**config.mk**
```make
export PLATFORM = sky130hd
export DESIGN_NAME = bufram_line_ctrl
export DESIGN_NICKNAME = d
export VERILOG_FILES = /design/src/rtl/bufram_line_ctrl.sv
export SDC_FILE = /design/constraint.sdc
export NUM_CORES = 1
export LEC_CHECK = 0
export BUFFER_PORTS_ARGS = -buffer_cell sky130_fd_sc_hd__buf_4
export CAP_MARGIN = 20
export CELL_PAD_IN_SITES_DETAIL_PLACEMENT = 0
export CELL_PAD_IN_SITES_GLOBAL_PLACEMENT = 2
export CORE_MARGIN = 1
export CORE_UTILIZATION = 26
export CTS_CLUSTER_DIAMETER = 50
export DETAILED_ROUTE_END_ITERATION = 7
export GPL_TIMING_DRIVEN = 1
export PLACE_DENSITY = 0.9
export SETUP_SLACK_MARGIN = 0.2
export SLEW_MARGIN = 20
export SYNTH_ARGS = -nofsm -noshare
export SYNTH_HDL_FRONTEND = slang
export SYNTH_SLANG_ARGS = --single-unit
```
**constraint.sdc**
```tcl
create_clock -name clk -period 4.93 [get_ports clk]
set_clock_uncertainty 0.05 [all_clocks]
set_input_delay 0.493 -clock clk [delete_from_list [all_inputs] [get_ports clk]]
set_output_delay 0.493 -clock clk [all_outputs]
set_load 0.02 [all_outputs]
```
**src/rtl/bufram_line_ctrl.sv**
```systemverilog
// bufram_line_ctrl: single-line read buffer controller with line fill and optional snoop invalidation.
// Snoop invalidation is built only when BUFRAM_LINE_CTRL_SNOOP_EN is defined.
module bufram_line_ctrl #(
  parameter int ADDR_WIDTH = 3
) (
  input  logic                  clk,
  input  logic                  rst,
  input  logic                  acc_req,
  input  logic [31:0]           acc_adr,
  output logic [31:0]           acc_dat_o,
  output logic                  acc_ack,
  output logic                  mem_req,
  output logic [31:0]           mem_adr,
  input  logic                  mem_gnt,
  input  logic                  mem_dv,
  input  logic [31:0]           mem_dat,
  input  logic                  snoop_valid,
  input  logic [31:0]           snoop_adr,
  output logic [ADDR_WIDTH-1:0] buf_addr,
  output logic [3:0]            buf_we,
  output logic [31:0]           buf_di,
  input  logic [31:0]           buf_do
);
  localparam int TW = 30 - ADDR_WIDTH;
  typedef enum logic [2:0] {IDLE, FILL_REQ, FILL, READ, RESP} state_t;
  state_t state;
  logic [TW-1:0] line_tag, fill_tag, acc_tag;
  logic [ADDR_WIDTH-1:0] word_idx, acc_idx;
  logic [ADDR_WIDTH:0] cnt, cnt_nxt;
  logic valid, stale, hit, snp_line, snp_fill, unused_bits;
  assign acc_tag = acc_adr[31:ADDR_WIDTH+2];
  assign acc_idx = acc_adr[ADDR_WIDTH+1:2];
  assign hit = valid && line_tag == acc_tag;
  assign cnt_nxt = cnt + 1'b1;
`ifdef BUFRAM_LINE_CTRL_SNOOP_EN
  assign snp_line = snoop_valid && snoop_adr[31:ADDR_WIDTH+2] == line_tag;
  assign snp_fill = snoop_valid && (state == FILL_REQ || state == FILL) && snoop_adr[31:ADDR_WIDTH+2] == fill_tag;
  assign unused_bits = ^{acc_adr[1:0], snoop_adr[ADDR_WIDTH+1:0]};
`else
  assign snp_line = 1'b0;
  assign snp_fill = 1'b0;
  assign unused_bits = ^{acc_adr[1:0], snoop_valid, snoop_adr};
`endif
  // Address is combinational so a hit reads the RAM in the request cycle.
  assign buf_addr = state == FILL ? cnt[ADDR_WIDTH-1:0] : state == READ ? word_idx : acc_idx;
  assign buf_we = (state == FILL && mem_dv) ? 4'hF : 4'h0;
  assign buf_di = mem_dat;
  assign acc_dat_o = acc_ack ? buf_do : 32'h0;
  always_ff @(posedge clk) begin
    if (rst) begin
      state <= IDLE;
      valid <= 1'b0;
      stale <= 1'b0;
      cnt <= '0;
      acc_ack <= 1'b0;
      mem_req <= 1'b0;
      mem_adr <= 32'h0;
      line_tag <= '0;
      fill_tag <= '0;
      word_idx <= '0;
    end else begin
      acc_ack <= 1'b0;
      if (snp_line) valid <= 1'b0;
      case (state)
        IDLE: if (acc_req) begin
          if (hit) begin
            state <= RESP;
            acc_ack <= 1'b1;
          end else begin
            fill_tag <= acc_tag;
            word_idx <= acc_idx;
            stale <= 1'b0;
            mem_req <= 1'b1;
            mem_adr <= {acc_tag, {(ADDR_WIDTH+2){1'b0}}};
            state <= FILL_REQ;
          end
        end
        FILL_REQ: begin
          if (snp_fill) stale <= 1'b1;
          if (mem_gnt) begin
            mem_req <= 1'b0;
            mem_adr <= 32'h0;
            cnt <= '0;
            state <= FILL;
          end
        end
        FILL: begin
          if (snp_fill) stale <= 1'b1;
          if (mem_dv) begin
            cnt <= cnt_nxt;
            if (cnt_nxt[ADDR_WIDTH]) begin
              line_tag <= fill_tag;
              valid <= !(stale || snp_fill);
              state <= READ;
            end
          end
        end
        READ: begin
          state <= RESP;
          acc_ack <= 1'b1;
        end
        default: state <= IDLE;
      endcase
    end
  end
endmodule

```
# Word level (Yosys, flattened, before mapping)
# Cells that the tools add are included.
# totals
out_inout_bits	105
inputBits	134
regBits	99
# classes
bitwise_logic	1
n_addsub	1
n_mux	24
n_reduce_logical	10
eq_ne	9
# op_table
cell	count
2-to-1 mux 32 bit	4
one-hot mux 32 bit (2 select lines)	1
== test 27 bit	1
2-to-1 mux 3 bit	7
2-to-1 mux 4 bit	3
one-hot mux 3 bit (4 select lines)	1
!= test 2 bit, second input constant	5
AND reduction 3 bit	3
one-hot mux 4 bit (2 select lines)	1
AND reduction 4 bit	2
== test 3 x 2 -> 1 bit, second input constant	2
2-to-1 mux 1 bit	5
adder 4 x 1 -> 4 bit, second input constant	1
one-hot mux 1 bit (2 select lines)	2
nonzero test 2 bit	2
== test 3 x 1 -> 1 bit, second input constant	1
zero test 3 bit	1
logical AND 1 bit	2
inverter 1 bit	1

# Logic depth before layout (Yosys ltp)
# logic_depth
ltp_word	5
mapped_depth	9

# Worst setup path before layout
# OpenSTA, ideal clock, no wires.
# synth_timing
path_kind	register -> output
startpoint	reg state[1]
endpoint	out buf_we[1]
t_arrival_ns	1.735
required_time_ns	4.387
n_path_buf	3
stages_incl_launch_ff	6
path_slack_ns	2.652
cell_sequence	dfxtp_1 > buf_2 > nand2b_1 > clkbuf_1 > nor3_1 > buf_4
# synth_between
elab_chain_len	3
# synth_rtl
element	line	text
from (decl)	26	state_t state;
from (signal assigned)	51	state <= IDLE;
from (signal assigned)	67	state <= RESP;
from (signal assigned)	75	state <= FILL_REQ;
== test 3 x 2 -> 1 bit	46	assign buf_we = (state == FILL && mem_dv) ? 4'hF : 4'h0;
logical AND 1 bit	46	
2-to-1 mux 4 bit	46	
to (decl)	20	output logic [3:0] buf_we,
# No other way between the ends.

# Final worst setup path
# layout_timing
startpoint	reg line_tag[26]
endpoint	reg fill_tag[2]
# layout_between
elab_chain_len	4
# layout_rtl
element	line	text
from (decl)	27	logic [TW-1:0] line_tag, fill_tag, acc_tag;
from (signal assigned)	92	line_tag <= fill_tag;
== test 27 bit	33	assign hit = valid && line_tag == acc_tag;
logical AND 1 bit	33	
inverter 1 bit (no source line)	n/a	
AND reduction 3 bit (no source line)	n/a	
to (signal assigned)	70	fill_tag <= acc_tag;
to (decl)	27	
# No other way between the ends.
# A chain may end at the register's enable or synchronous reset.

==> summary.txt <==
Finish
  – Cell Count, Final, Fillers Out: 833
  – P&R area growth vs syn: 26.5%
  – Most frequent cells in the layout: buf_4, dfxtp_1, nand2_1
  – Layout cells sized above 1: 0.269
  – Layout Nets: 743
  – Filler cells: 1,733
  – Ant. Diodes: 0
  – Most common cell after layout, fill and taps aside: buf_4
  – Fin area: 5620 µm²

Placement
  – Post-place setup slack: 1.77 ns
  – Placed insts: 817
  – PortBufs: 134
  – Placer Congestion: 0.774
  – Area after DPL: 5300 µm²
  – Hpwl dp: 8130 µm

Worst setup path
  – Crit path launch type: flip-flop
  – CP max FO: 21
  – CP max-delay cell: o31ai_2
  – Critical-path cell list: xor2_1 > nor4_1 > nand4_1 > o31ai_2 > nor2_2 > o21ai_0
  – CP top delay family: compound AO/OA/AOI/OAI gates
  – Critical Path RT: 5.15 ns
  – Max stage delay on crit path: 0.88 ns
  – Critical path data arrival time: 3.11 ns
  – FF-to-FF setup slack: 2.04 ns
  – Setup CP Type: flip-flop to flip-flop
  – Bufs and invs on worst path: 0
  – Crit end category: flip-flop

Clock network
  – Root Buffer: clkbuf_16
  – Clock buffer depth: 2
  – Hold_buf cts: 0
  – Post-CTS Repair Setup Buffers: 0
  – Clock sink count: 94
  – CTS tree: done
  – Clock-pin slew on the worst setup and hold paths: 0.07 ns
  – H-tree levels: 3
  – Cts repair resizes: 0
  – CTS Buf Count: 9
  – Clk_lat worst skew: 0.34 ns

Drt
  – DRT Pass-1 Iters: 5
  – Final WL: 12,000 µm
  – Vias after detailed routing: 3,764
  – DRT iter0 DRCs: 257
  – WL/cell: 14.3 µm
  – Vias/cell: 4.52
  – Drt drc: 0
  – ANT nets after route: 0

STA
  – Final period util: 0.587
  – Unrepaired setup endpoints after global routing: no
  – Fmax achieved: 0.346 GHz
  – Final min period: 2.89 ns
  – Final Hold Viols: 0
  – Final WS setup: 2.04 ns
  – Setup TNS: 0 ns
  – Slew Limit Fails: 0
  – Slew margin rel.: 0.357
  – Slew at the pin with the worst max-slew slack: 0.964 ns
  – Setup violations, final: 0

Floorplan
  – Starting Density: 0.267
  – # rows: 47
  – Core area: 16,600 µm²
  – Die area: 17,600 µm²
  – Die span in y: 133 µm
  – Die width: 133 µm
  – Ports: 239

Power
  – Pwr/cell area: 320 nW/µm²
  – Pleak: 0.00227 µW
  – Worst vdd ir: 166 µV
  – Final Power: 1800 µW

Synth
  – Number of synthesized register bits: 94
  – Post-synth EDFFs: 0
  – Yosys warnings: 0
  – Largest area contributor in the netlist: dfxtp_1
  – Mapped Avg Cell Area: 8.35 µm²
  – Synth cell types: 44
  – Top FF cell, synth: dfxtp_1
  – Mapped Cells: 532
  – Synth area leaders: dfxtp_1, buf_4, nand2_1
  – Area share of the largest cell type after synthesis: 0.424
  – Mapped Area: 4440 µm²
  – Sequential fraction of the synthesis area: 0.424
  – Ys async rst share: 0

Global route
  – Initial antenna violation count: 0
  – First-pass GRT wire length: 19,100 µm
  – Largest net degree at the start of global routing: 105
  – Vias in the first global route: 3,697
  – Total GRT Usage: 0.136
  – Total gr overflow: 0

Worst hold path
  – Hold/Removal Path Class: primary input to flip-flop

Job
  – Max Cap Violations: 0

Status
  – Run status: finished, final reports clean
[cells in the mapped netlist (3+ instances only)]
master / n
dfxtp_1: 94
nand2_1: 79
buf_4: 44
a21oi_1: 39
nand2b_1: 37
and2_1: 33
o21ai_1: 31
o21ai_0: 24
nand4b_1: 20
clkbuf_1: 19
xor2_1: 19
nand3_1: 11
inv_1: 10
nor2_1: 9
xnor2_1: 7
buf_2: 6
o32ai_1: 6
nor4_1: 5
mux2i_1: 4
buf_1: 3
buf_6: 3
nor3_1: 3
[cell type report]
cell class | instances | area (µm²) | area share
clock buffer | 11 | 253 | 0.0450
clock inverter | 5 | 57.6 | 0.0102
inverter | 10 | 37.5 | 0.00668
multi-input combinational | 356 | 2090 | 0.371
sequential | 94 | 1880 | 0.335
tap | 220 | 275 | 0.0490
timing repair buffer | 137 | 1030 | 0.183
[power breakdown]
part	switching [µW]	leakage (µW)	internal, µW
Clock	289	0.000155	420
Sequential	26.4	0.000767	800
Combinational	149	0.00135	111
Total	465	0.00227	1330
[final timing paths]
path             endpoint  depth (start not counted)          from
min          fill_tag[19]                          3   acc_adr[24]
max reg2reg   fill_tag[2]                          6  line_tag[26]
max           fill_tag[2]                          6  line_tag[26]
min reg2reg    mem_adr[6]                          2    mem_adr[6]
[metrics by stage]
| step | hold WS [ns] | utilization |
|---|---|---|
| after floorplan | 0.378 | - |
| after global placement | 0.386 | 0.318 |
| after detailed placement | 0.390 | 0.318 |
| after CTS | 0.362 | 0.337 |
| after global routing | 0.384 | 0.338 |
| final | 0.377 | 0.338 |
[worst reg2reg max path, delay by kind of cell, from the launching register on]
kind | cells | cell delay [ns]
XOR/XNOR | 1 | 0.18
AND/OR/NAND/NOR | 3 | 1.12
flip-flops | 1 | 0.32
AO/OA/AOI/OAI | 2 | 1.15
[layer usage]
layer,routed length (µm),track usage,share of wire,vias to the layer above
met4,214,0.0549,0.018,0
li1,-,-,-,1889
met5,0,0,0,-
met2,5860,0.235,0.49,125
met1,5100,0.163,0.43,1723
met3,772,0.0318,0.065,27
[logic make-up after synthesis]
| family | after synthesis | share of synthesized area |
|---|---|---|
| multiplexers | 4 | 0.00902 |
| other | 1 | 0.000844 |
| XOR/XNOR | 26 | 0.0513 |
| buffers and inverters | 86 | 0.117 |
| AND/OR/NAND/NOR | 208 | 0.254 |
| flip-flops | 94 | 0.424 |
| AO/OA/AOI/OAI | 112 | 0.141 |
| adder cells (fa/ha/maj) | 1 | 0.00282 |
[state kept, by name (all words and copies together), names as in the netlist]
signal / flops
cnt: 4
word_idx: 3
mem_req: 1
acc_ack: 1
valid: 1
mem_adr: 27
line_tag: 27
state: 3
fill_tag: 27
Power figures use the tool's default switching activity.
